### src/rtl/mem_resp_queue_if.sv
// Request/response bundle between the MEM-stage tracker and its issuer/consumer.
// master = SRAM handshake + WB side driving inputs; slave = the queue itself.
interface mem_resp_queue_if #(
  parameter int DATA_W = 32,
  parameter int DEPTH  = 4,
  parameter int TAG_W  = 8
);
  localparam int OFF_W = $clog2(DATA_W / 8);
  localparam int CNT_W = $clog2(DEPTH) + 1;

  logic              issue_valid;
  logic              issue_is_load;
  logic [1:0]        issue_size;
  logic              issue_signed;
  logic [OFF_W-1:0]  issue_offset;
  logic [TAG_W-1:0]  issue_tag;
  logic              issue_ready;
  logic              data_ok;
  logic [DATA_W-1:0] rdata;
  logic              flush;
  logic              resp_valid;
  logic              resp_ready;
  logic [DATA_W-1:0] resp_data;
  logic [TAG_W-1:0]  resp_tag;
  logic              resp_is_load;
  logic [CNT_W-1:0]  inflight;
  logic              cancel_busy;

  modport master (
    output issue_valid, issue_is_load, issue_size, issue_signed, issue_offset, issue_tag,
    output data_ok, rdata, flush, resp_ready,
    input  issue_ready, resp_valid, resp_data, resp_tag, resp_is_load, inflight, cancel_busy
  );

  modport slave (
    input  issue_valid, issue_is_load, issue_size, issue_signed, issue_offset, issue_tag,
    input  data_ok, rdata, flush, resp_ready,
    output issue_ready, resp_valid, resp_data, resp_tag, resp_is_load, inflight, cancel_busy
  );
endinterface

### src/rtl/mem_resp_queue.sv
// In-order MEM load/store response tracker; response visible same cycle as data_ok (bypass) or later from storage.
// Backpressure: issue_ready = !full from registered count only; head holds while resp_ready is low.
module mem_resp_queue #(
  parameter int DATA_W = 32,
  parameter int DEPTH  = 4,
  parameter int TAG_W  = 8
) (
  input logic          clk,
  input logic          reset,
  mem_resp_queue_if.slave q
);
  localparam int OFF_W = $clog2(DATA_W / 8);
  localparam int PTR_W = $clog2(DEPTH);
  localparam int CNT_W = PTR_W + 1;

  typedef struct packed {
    logic             is_load;
    logic [1:0]       size;
    logic             sgn;
    logic [OFF_W-1:0] offset;
    logic [TAG_W-1:0] tag;
  } meta_t;

  logic [PTR_W-1:0]  head, tail, rp;
  logic [CNT_W-1:0]  count;
  logic [DEPTH-1:0]  e_done, e_cancel, occ;
  meta_t             e_meta [DEPTH];
  logic [DATA_W-1:0] e_data [DEPTH];

  logic              full, issue_fire, dok, head_occ, head_done, drop, pop, resp_valid_int;
  logic [DATA_W-1:0] head_data;
  meta_t             head_meta;

  function automatic logic [DATA_W-1:0] fmt_load(input logic [DATA_W-1:0] d, input meta_t m);
    logic [DATA_W-1:0] sh;
    sh = d >> {m.offset, 3'b000};
    case (m.size)
      2'd0:    fmt_load = m.sgn ? DATA_W'(signed'(sh[7:0]))  : DATA_W'(sh[7:0]);
      2'd1:    fmt_load = m.sgn ? DATA_W'(signed'(sh[15:0])) : DATA_W'(sh[15:0]);
      2'd2:    fmt_load = m.sgn ? DATA_W'(signed'(sh[31:0])) : DATA_W'(sh[31:0]);
      default: fmt_load = sh;
    endcase
  endfunction

  // Occupancy is derived from the ring distance to head, so popped slots need no clearing.
  always_comb begin
    occ = '0;
    for (int i = 0; i < DEPTH; i++) begin
      occ[i] = {1'b0, PTR_W'(i) - head} < count;
    end
  end

  assign full       = (count == CNT_W'(DEPTH));
  assign issue_fire = q.issue_valid && !full;
  assign dok        = q.data_ok && occ[rp] && !e_done[rp];
  assign head_occ   = (count != '0);
  assign head_meta  = e_meta[head];
  assign head_done  = e_done[head] || (dok && (rp == head));
  assign head_data  = e_done[head] ? e_data[head] : q.rdata;

  assign resp_valid_int = head_occ && head_done && !e_cancel[head] && !q.flush;
  // Cancelled heads retire only once their data is stored, never via the bypass.
  assign drop = head_occ && e_done[head] && e_cancel[head];
  assign pop  = (resp_valid_int && q.resp_ready) || drop;

  assign q.issue_ready  = !full;
  assign q.resp_valid   = resp_valid_int;
  assign q.resp_data    = (resp_valid_int && head_meta.is_load) ? fmt_load(head_data, head_meta) : '0;
  assign q.resp_tag     = head_occ ? head_meta.tag : '0;
  assign q.resp_is_load = head_occ && head_meta.is_load;
  assign q.inflight     = count;
  assign q.cancel_busy  = |(occ & e_cancel);

  always_ff @(posedge clk) begin
    if (reset) begin
      head     <= '0;
      tail     <= '0;
      rp       <= '0;
      count    <= '0;
      e_done   <= '0;
      e_cancel <= '0;
    end else begin
      if (q.flush) e_cancel <= e_cancel | occ;
      if (dok) begin
        e_done[rp] <= 1'b1;
        rp         <= rp + PTR_W'(1);
      end
      if (issue_fire) begin
        e_done[tail]   <= 1'b0;
        e_cancel[tail] <= q.flush;
        tail           <= tail + PTR_W'(1);
      end
      if (pop) head <= head + PTR_W'(1);
      count <= count + CNT_W'(issue_fire) - CNT_W'(pop);
    end
  end

  always_ff @(posedge clk) begin
    if (issue_fire) begin
      e_meta[tail] <= '{is_load: q.issue_is_load, size: q.issue_size, sgn: q.issue_signed,
                        offset: q.issue_offset, tag: q.issue_tag};
    end
    if (dok) e_data[rp] <= q.rdata;
  end
endmodule
### src/flat_wrapper.sv
// flat-port wrapper written by rule: the top's interface ports become plain ports
module mem_resp_queue_flat 
#(
  parameter int DATA_W = 32,
  parameter int DEPTH  = 4,
  parameter int TAG_W  = 8
)
  (clk, reset, q_issue_valid, q_issue_is_load, q_issue_size, q_issue_signed, q_issue_offset, q_issue_tag, q_data_ok, q_rdata, q_flush, q_resp_ready, q_issue_ready, q_resp_valid, q_resp_data, q_resp_tag, q_resp_is_load, q_inflight, q_cancel_busy);
  mem_resp_queue_if #(.DATA_W(DATA_W), .DEPTH(DEPTH), .TAG_W(TAG_W)) q_i ();
  input logic clk;
  input logic reset;
  input wire logic [$bits(q_i.issue_valid)-1:0] q_issue_valid;
  input wire logic [$bits(q_i.issue_is_load)-1:0] q_issue_is_load;
  input wire logic [$bits(q_i.issue_size)-1:0] q_issue_size;
  input wire logic [$bits(q_i.issue_signed)-1:0] q_issue_signed;
  input wire logic [$bits(q_i.issue_offset)-1:0] q_issue_offset;
  input wire logic [$bits(q_i.issue_tag)-1:0] q_issue_tag;
  input wire logic [$bits(q_i.data_ok)-1:0] q_data_ok;
  input wire logic [$bits(q_i.rdata)-1:0] q_rdata;
  input wire logic [$bits(q_i.flush)-1:0] q_flush;
  input wire logic [$bits(q_i.resp_ready)-1:0] q_resp_ready;
  output wire logic [$bits(q_i.issue_ready)-1:0] q_issue_ready;
  output wire logic [$bits(q_i.resp_valid)-1:0] q_resp_valid;
  output wire logic [$bits(q_i.resp_data)-1:0] q_resp_data;
  output wire logic [$bits(q_i.resp_tag)-1:0] q_resp_tag;
  output wire logic [$bits(q_i.resp_is_load)-1:0] q_resp_is_load;
  output wire logic [$bits(q_i.inflight)-1:0] q_inflight;
  output wire logic [$bits(q_i.cancel_busy)-1:0] q_cancel_busy;
  assign q_i.issue_valid = q_issue_valid;
  assign q_i.issue_is_load = q_issue_is_load;
  assign q_i.issue_size = q_issue_size;
  assign q_i.issue_signed = q_issue_signed;
  assign q_i.issue_offset = q_issue_offset;
  assign q_i.issue_tag = q_issue_tag;
  assign q_i.data_ok = q_data_ok;
  assign q_i.rdata = q_rdata;
  assign q_i.flush = q_flush;
  assign q_i.resp_ready = q_resp_ready;
  assign q_issue_ready = q_i.issue_ready;
  assign q_resp_valid = q_i.resp_valid;
  assign q_resp_data = q_i.resp_data;
  assign q_resp_tag = q_i.resp_tag;
  assign q_resp_is_load = q_i.resp_is_load;
  assign q_inflight = q_i.inflight;
  assign q_cancel_busy = q_i.cancel_busy;
  mem_resp_queue #(.DATA_W(DATA_W), .DEPTH(DEPTH), .TAG_W(TAG_W)) u_core (.clk(clk), .reset(reset), .q(q_i));
endmodule
### config.mk
export PLATFORM = sky130hd
export DESIGN_NAME = mem_resp_queue_flat
export DESIGN_NICKNAME = d
export VERILOG_FILES = /design/src/rtl/mem_resp_queue_if.sv /design/src/rtl/mem_resp_queue.sv /design/src/flat_wrapper.sv
export SDC_FILE = /design/constraint.sdc
export NUM_CORES = 1
export LEC_CHECK = 0
export ABC_AREA = 1
export CORE_ASPECT_RATIO = 1.75
export CORE_UTILIZATION = 40
export CTS_CLUSTER_SIZE = 25
export DETAILED_ROUTE_END_ITERATION = 8
export GPL_TIMING_DRIVEN = 0
export PLACE_DENSITY_LB_ADDON = 0.1
export SYNTH_ARGS = -nofsm -noshare
export SYNTH_HDL_FRONTEND = slang
export SYNTH_SLANG_ARGS = --single-unit
### constraint.sdc
create_clock -name clk -period 4.7 [get_ports clk]
set_clock_uncertainty 0.1 [all_clocks]
set_input_delay 0.705 -clock clk [delete_from_list [all_inputs] [get_ports clk]]
set_output_delay 0.705 -clock clk [all_outputs]
set_load 0.01 [all_outputs]
* Word level (Yosys, flattened, before mapping)
Memory sizes are Yosys's and may differ from the RTL's. A register that Yosys moved wholly into a read port is not among the register bits.
Index checks and enable logic that the tools add are counted.
** Cells by class
- Shift-type cells :: 1
- Mux-type cells :: 33
- Div/mod/pow operators :: 0
- Bitwise gates (word level) :: 5
- Multiply operators :: 0
- Reduce and logical (&&, ||, !) cells :: 23
- $lt $le $gt $ge :: 9
- Add/sub/neg operators :: 9
- Eq/ne operators :: 3
** Operators by type and width (number)
- 32-bit 2-to-1 mux :: 4
- 32-bit one-hot mux with 2 select lines :: 1
- 32-bit by 5-bit right shift with 32-bit output :: 1
- 4-bit 2-to-1 mux :: 6
- 1-bit logical AND :: 14
- 2-bit by 3-bit < comparator with 1-bit output :: 4
- 1-bit 2-to-1 mux :: 10
- 2-bit by 3-bit < comparator with 1-bit output, second input constant :: 3
- 4-bit AND :: 2
- 1-bit binary-select mux with 2-bit select :: 4
- 2-bit 2-to-1 mux :: 4
- 8-bit 2-to-1 mux :: 1
- 4-bit bitwise OR :: 2
- 2-bit by 1-bit adder with 2-bit output, second input constant :: 3
- 4-bit bitwise mux :: 1
- 1-bit demux with 2-bit select :: 2
- 2-bit by 1-bit greater-or-equal comparator with 1-bit output, second input constant :: 2
- 1-bit zero test :: 4
- 4-bit inverter :: 1
- 4-bit OR reduction :: 1
- 1-bit by 2-bit subtractor with 2-bit output, first input constant :: 2
- 2-bit subtractor, first input constant :: 2
- 3-bit by 1-bit adder with 3-bit output :: 1
- 3-bit equality test, second input constant :: 1
- other kinds (6) :: 7
** Storage, ports and cells
- Register bits after elaboration :: 17
- Output and inout bits :: 47
- Memory bits (read-only) :: 0
- Input bits :: 52
- Latch bits :: 0
- RAM bits :: 184
- Memories kept :: 2
** Memories
- u_core.e_data :: words 4, bits a word 32, read ports 1, clocked after memory_dff 1, write ports 1, RTL line mem_resp_queue.sv:28 : logic [DATA_W-1:0] e_data [DEPTH];
- u_core.e_meta :: words 4, bits a word 14, read ports 1, clocked after memory_dff 1, write ports 1, RTL line mem_resp_queue.sv:27 : meta_t e_meta [DEPTH];

* Depth between registers and ports, before layout
- Depth after elaboration :: 15
- Mapped depth :: 23

* Worst setup path after synthesis
Ideal clock, no wire load.
- Path kind :: register -> register
- Start :: reg u_core.head[1]
- End :: mem u_core.e_data[1][0], enable pin
- Clock period less this slack :: 3.490 ns
- Library setup time :: 0.423 ns
- Required time :: 4.177 ns
- Arrival :: 2.967 ns
- Cell stages (with the launch flop) :: 14
- Buffers on the path :: 0
- Slack :: 1.210 ns
- Path through :: dfxtp_1 > inv_2 > nand2_1 > inv_1 > nor2_1 > inv_1 > ha_1 > inv_1 > nor2_1 > nand2_1 > nand3_1 > nand3_1 > nand3_1 > nor2_1
** Between the ends
- Longest elaborated chain between the ends :: 8
- Elaborated cells between the ends (all ways) :: 14
** RTL lines
- from (decl) :: RTL line mem_resp_queue.sv:24 : logic [PTR_W-1:0] head, tail, rp;
- from (signal assigned) :: RTL line mem_resp_queue.sv:93 : if (pop) head <= head + PTR_W'(1);
- 1-bit by 2-bit subtractor with 2-bit output or 2-bit subtractor (tied branches) :: RTL line mem_resp_queue.sv:49 : occ[i] = {1'b0, PTR_W'(i) - head} < count;
- 2-bit by 3-bit < comparator with 1-bit output :: RTL line mem_resp_queue.sv:49
- 1-bit binary-select mux with 2-bit select (*) :: RTL line mem_resp_queue.sv:55 : assign dok = q.data_ok && occ[rp] && !e_done[rp];
- 1-bit 2-to-1 mux (not written as such) (*) :: RTL line mem_resp_queue.sv:55
- 1-bit logical AND (*) (2 in a row) :: RTL line mem_resp_queue.sv:55
- 1-bit 2-to-1 mux (*) :: RTL line mem_resp_queue.sv:103 : if (dok) e_data[rp] <= q.rdata;
- 1-bit 2-to-1 mux (not written as such) (*) :: RTL line mem_resp_queue.sv:103
- to (decl) :: RTL line mem_resp_queue.sv:28
Mark *: on every way between the ends. The rest lies on a longest branch, timed or not. The select of a mux whose other input is x is not followed.

* Worst setup path in the final report
- Start :: reg u_core.head[0]
- End :: out q_resp_data[3]
** Between the ends
- Longest elaborated chain between the ends :: 13
- Elaborated cells between the ends (all ways) :: 30
** RTL lines
- 1-bit by 2-bit subtractor with 2-bit output or 2-bit subtractor (tied branches) :: RTL line mem_resp_queue.sv:49
- 2-bit by 3-bit < comparator with 1-bit output :: RTL line mem_resp_queue.sv:49
- 1-bit binary-select mux with 2-bit select :: RTL line mem_resp_queue.sv:55
- 1-bit 2-to-1 mux (not written as such) :: RTL line mem_resp_queue.sv:55
- 1-bit logical AND (2 in a row) :: RTL line mem_resp_queue.sv:55
- 1-bit logical AND :: RTL line mem_resp_queue.sv:58 : assign head_done = e_done[head] || (dok && (rp == head));
- 1-bit logical OR :: RTL line mem_resp_queue.sv:58
- 1-bit logical AND (3 in a row) :: RTL line mem_resp_queue.sv:61 : assign resp_valid_int = head_occ && head_done && !e_cancel[head] && !q.flush;
- 1-bit logical AND :: RTL line mem_resp_queue.sv:68 : assign q.resp_data = (resp_valid_int && head_meta.is_load) ? fmt_load(head_data, head_meta) : '0;
- 32-bit 2-to-1 mux (*) :: RTL line mem_resp_queue.sv:68
- to (decl) :: RTL line flat_wrapper.sv:24 : output wire logic [$bits(q_i.resp_data)-1:0] q_resp_data;
Marks and branches as above.

==> metrics.txt <==
CP arrival=3.63 ns; crit share post-route=94.4%; Post-synth EDFFs=184; Final HPWL DP=20200 um; Seq. cell area=0.00591 mm^2; Setup Buffers After CTS=0; leakage=4.47 nW; ys flop type=edfxtp_1; die height=208 um; Worst-Skew Late Latency=0.50 ns; dominant cells by area after synthesis=edfxtp_1 57%, nor2_1 6.6%, nand2_1 6.3%; ys async rst share=0%; DIE WIDTH=120 um; Core Area=0.0239 mm^2; final hold vios=0; Worst R2R Setup Slack=1.31 ns; Post-CTS Hold Buffers=0; final non-filler cell total=1424; Post-Place Cells=1390; Ys Warns=0; Synth-to-Final Area Change=21.6%; reg-to-reg startpoint=u_core.head[0]$_SDFFE_PP0N_; Hold EP=u_core.e_cancel[0]$_SDFF_PP0_; Synth Register Bits=203; Critical Path Sink Type=primary output; fill count=2298; FP Rows=75; area of the die=0.0249 mm^2; antenna violations before repair=0; CTS tree=yes; cell area after layout=0.0118 mm^2; depth of the CTS H-tree=1; biggest area consumer among synthesized cells=edfxtp_1; Multi-input gate area=0.00322 mm^2; Hold Path Depth=2; met1 GRT Util=24.6%; Max-cap violations=0; Worst-path clk slew=0.06 ns; Final setup viols=0; hold_sp=u_core.e_cancel[0]$_SDFF_PP0_; Residual DRC=0; ANT nets after route=0; GRT Util Overall=22.7%; RSZ-0062 raised after global routing=no; CP Max Fanout=10; Post-DP Area=0.0112 mm^2; TritonCTS Buffers=19; Worst setup SP type=flop; Slew HR=41.0%; Antenna Cells=0; M2 GR Usage=43.2%; Worst R2R Path Depth=23; Worst Tran Pin Value=0.885 ns; CP Class=flop to primary output; Reg-to-Reg End=u_core.q.inflight[2]$_SDFF_PP0_; cts repair resizes=0; via count=7377; Mapped Nets=1047; Root Driver=clkbuf_16; Nets=1170; I/O Pins=99; number of global-route vias before repair=7439; Most Crowded Layer GR=met2; status=finished, final reports clean; worst path required time=3.89 ns; Placer Congestion=0.933; Final Critical Period=4.44 ns; Yosys top cell area share=57.0%; fin. max-slew vios=0; first-pass GRT wire length=42300 um; Cell Pwr Density=624 mW/mm^2; Initial Util=40.5%; Hold/Removal Path Class=flop to flop; Syn Area/Cell=9.89 um^2; Tot Pwr=0.00735 W; synthesized instance count=980; achievable frequency=225 MHz; DR vias/cell=5.18; wire per inst=19.4 um; IO Port Bufs=98; fin util=49.3%; starting DRC count in detailed routing=533; total gr overflow=0; clock sink count=203; met3 Use GR=2.28%; DR pass1 iterations=5; share of cells above drive strength 1=9.86%; sequential fraction of the synthesis area=60.9%; VDD IR max=329 uV; Post-Syn Area=0.00970 mm^2; setup_tns=0 ns; largest net degree at the start of global routing=21; Detailed Route WL=27700 um; maximum root-to-sink buffer count=3; synth unique cells=43
==> worst max-delay path by stage <==
stage,start,slack [ns],end
floorplan,u_core.head[1]$_SDFFE_PP0N_,1.21,u_core.e_data[1][0]$_DFFE_PP_
global placement,u_core.head[1]$_SDFFE_PP0N_,-0.52,u_core.e_data[0][10]$_DFFE_PP_
detailed placement,u_core.head[1]$_SDFFE_PP0N_,0.63,q_resp_data[1]
CTS,u_core.head[1]$_SDFFE_PP0N_,0.07,q_resp_data[1]
global route,u_core.head[0]$_SDFFE_PP0N_,0.02,q_resp_data[0]
finish,u_core.head[0]$_SDFFE_PP0N_,0.26,q_resp_data[3]
==> synthesized netlist by cell type, types with 2 or more instances <==
library cell and n:
edfxtp_1 184, or2_2 2, nor3_2 5, nand2_1 162, o21ai_1 9, ha_1 14, buf_2 19, buf_6 9
nand3_2 4, nor3_1 5, inv_2 3, o21ai_0 109, o21a_1 2, nand3_1 63, a32o_1 2, nand2_2 4
buf_4 11, nand3_4 3, inv_4 3, clkbuf_1 12, inv_1 65, o211ai_1 7, a21oi_1 63, nor2_1 171
o22ai_1 11, dfxtp_1 19, nor2_2 3
==> metrics by stage <==
step / hold WS [ns] / setup WS [ns]
finish: 0.393 / 0.262
global route: 0.435 / 0.0232
CTS: 0.394 / 0.0697
detailed placement: 0.384 / 0.629
global placement: 0.378 / -0.524
floorplan: 0.351 / 1.21
==> cell families after synthesis <==
kind of cell    after synthesis  share of synthesized area [%]
compound gates              209                           11.7
xor+xnor                      2                          0.181
fa+ha+maj                    15                           2.01
buf+inv                     124                           6.36
flops                       203                           60.9
simple gates                427                           18.8
==> cell usage in the layout (no fill, tap or decap), types with 3 or more instances in the layout <==
cell type	netlist	layout
nand2_1	162	162
nor3_1	5	3
a21oi_1	63	62
clkbuf_1	12	18
o22ai_1	11	11
clkinv_1	0	3
nand2_2	4	4
inv_4	3	3
inv_1	65	65
nor2_2	3	4
nand3_1	63	63
inv_2	3	3
dfxtp_1	19	18
buf_2	19	19
nor2_4	0	4
clkdlybuf4s50_1	0	98
buf_4	11	11
o21ai_0	109	109
ha_1	14	14
nor2_1	171	166
nand3_2	4	4
edfxtp_1	184	184
o211ai_1	7	7
nand3_4	3	3
o21ai_1	9	9
buf_6	9	9
buf_16	0	3
nor3_2	5	7
clkbuf_16	0	19
==> power by group <==
part	switching (W)	internal (W)	total, W
combinational	0.00234	0.00116	0.00350
clock	0.000659	0.000810	0.00147
sequential	0.0000965	0.00229	0.00239
total	0.00309	0.00426	0.00735
==> worst max-delay path, stage by stage, from the launching register on <==
cell             delay, ns
dfxtp_1               0.31
buf_2                 0.18
nand2_1               0.12
inv_1                 0.07
nor2_1                0.13
inv_1                 0.08
ha_1                  0.27
inv_1                 0.05
nor2_1                0.03
nand2_1               0.13
nand3_1               0.13
nand3_1               0.11
nand4_1               0.09
nand2_1               0.16
nand3_2               0.15
buf_4                 0.23
nor3_2                0.29
clkdlybuf4s50_1       0.60
==> sequential cells by signal, indices dropped and copies added, names as in the netlist, named ones only <==
register	flops
u_core.rp	2
u_core.e_data	128
u_core.e_meta	56
u_core.e_done	4
u_core.tail	2
u_core.q.inflight	3
u_core.head	2
u_core.e_cancel	4
==> layer usage <==
layer	part of all wire (%)	vias to the layer above
met5	0	-
met4	3.9	0
met3	3.8	58
met2	55	212
met1	38	3493
li1	-	3614
==> cell type report <==
cell class / count / share of cell area [%]
Clock buffer: 25 / 4.22
Tap cell: 308 / 3.27
Multi-Input combinational cell: 653 / 27.3
Clock inverter: 9 / 0.679
Timing Repair Buffer: 102 / 9.19
Inverter: 71 / 2.32
Buffer: 53 / 2.91
Sequential cell: 203 / 50.1
(Power assumes the default switching activity.)
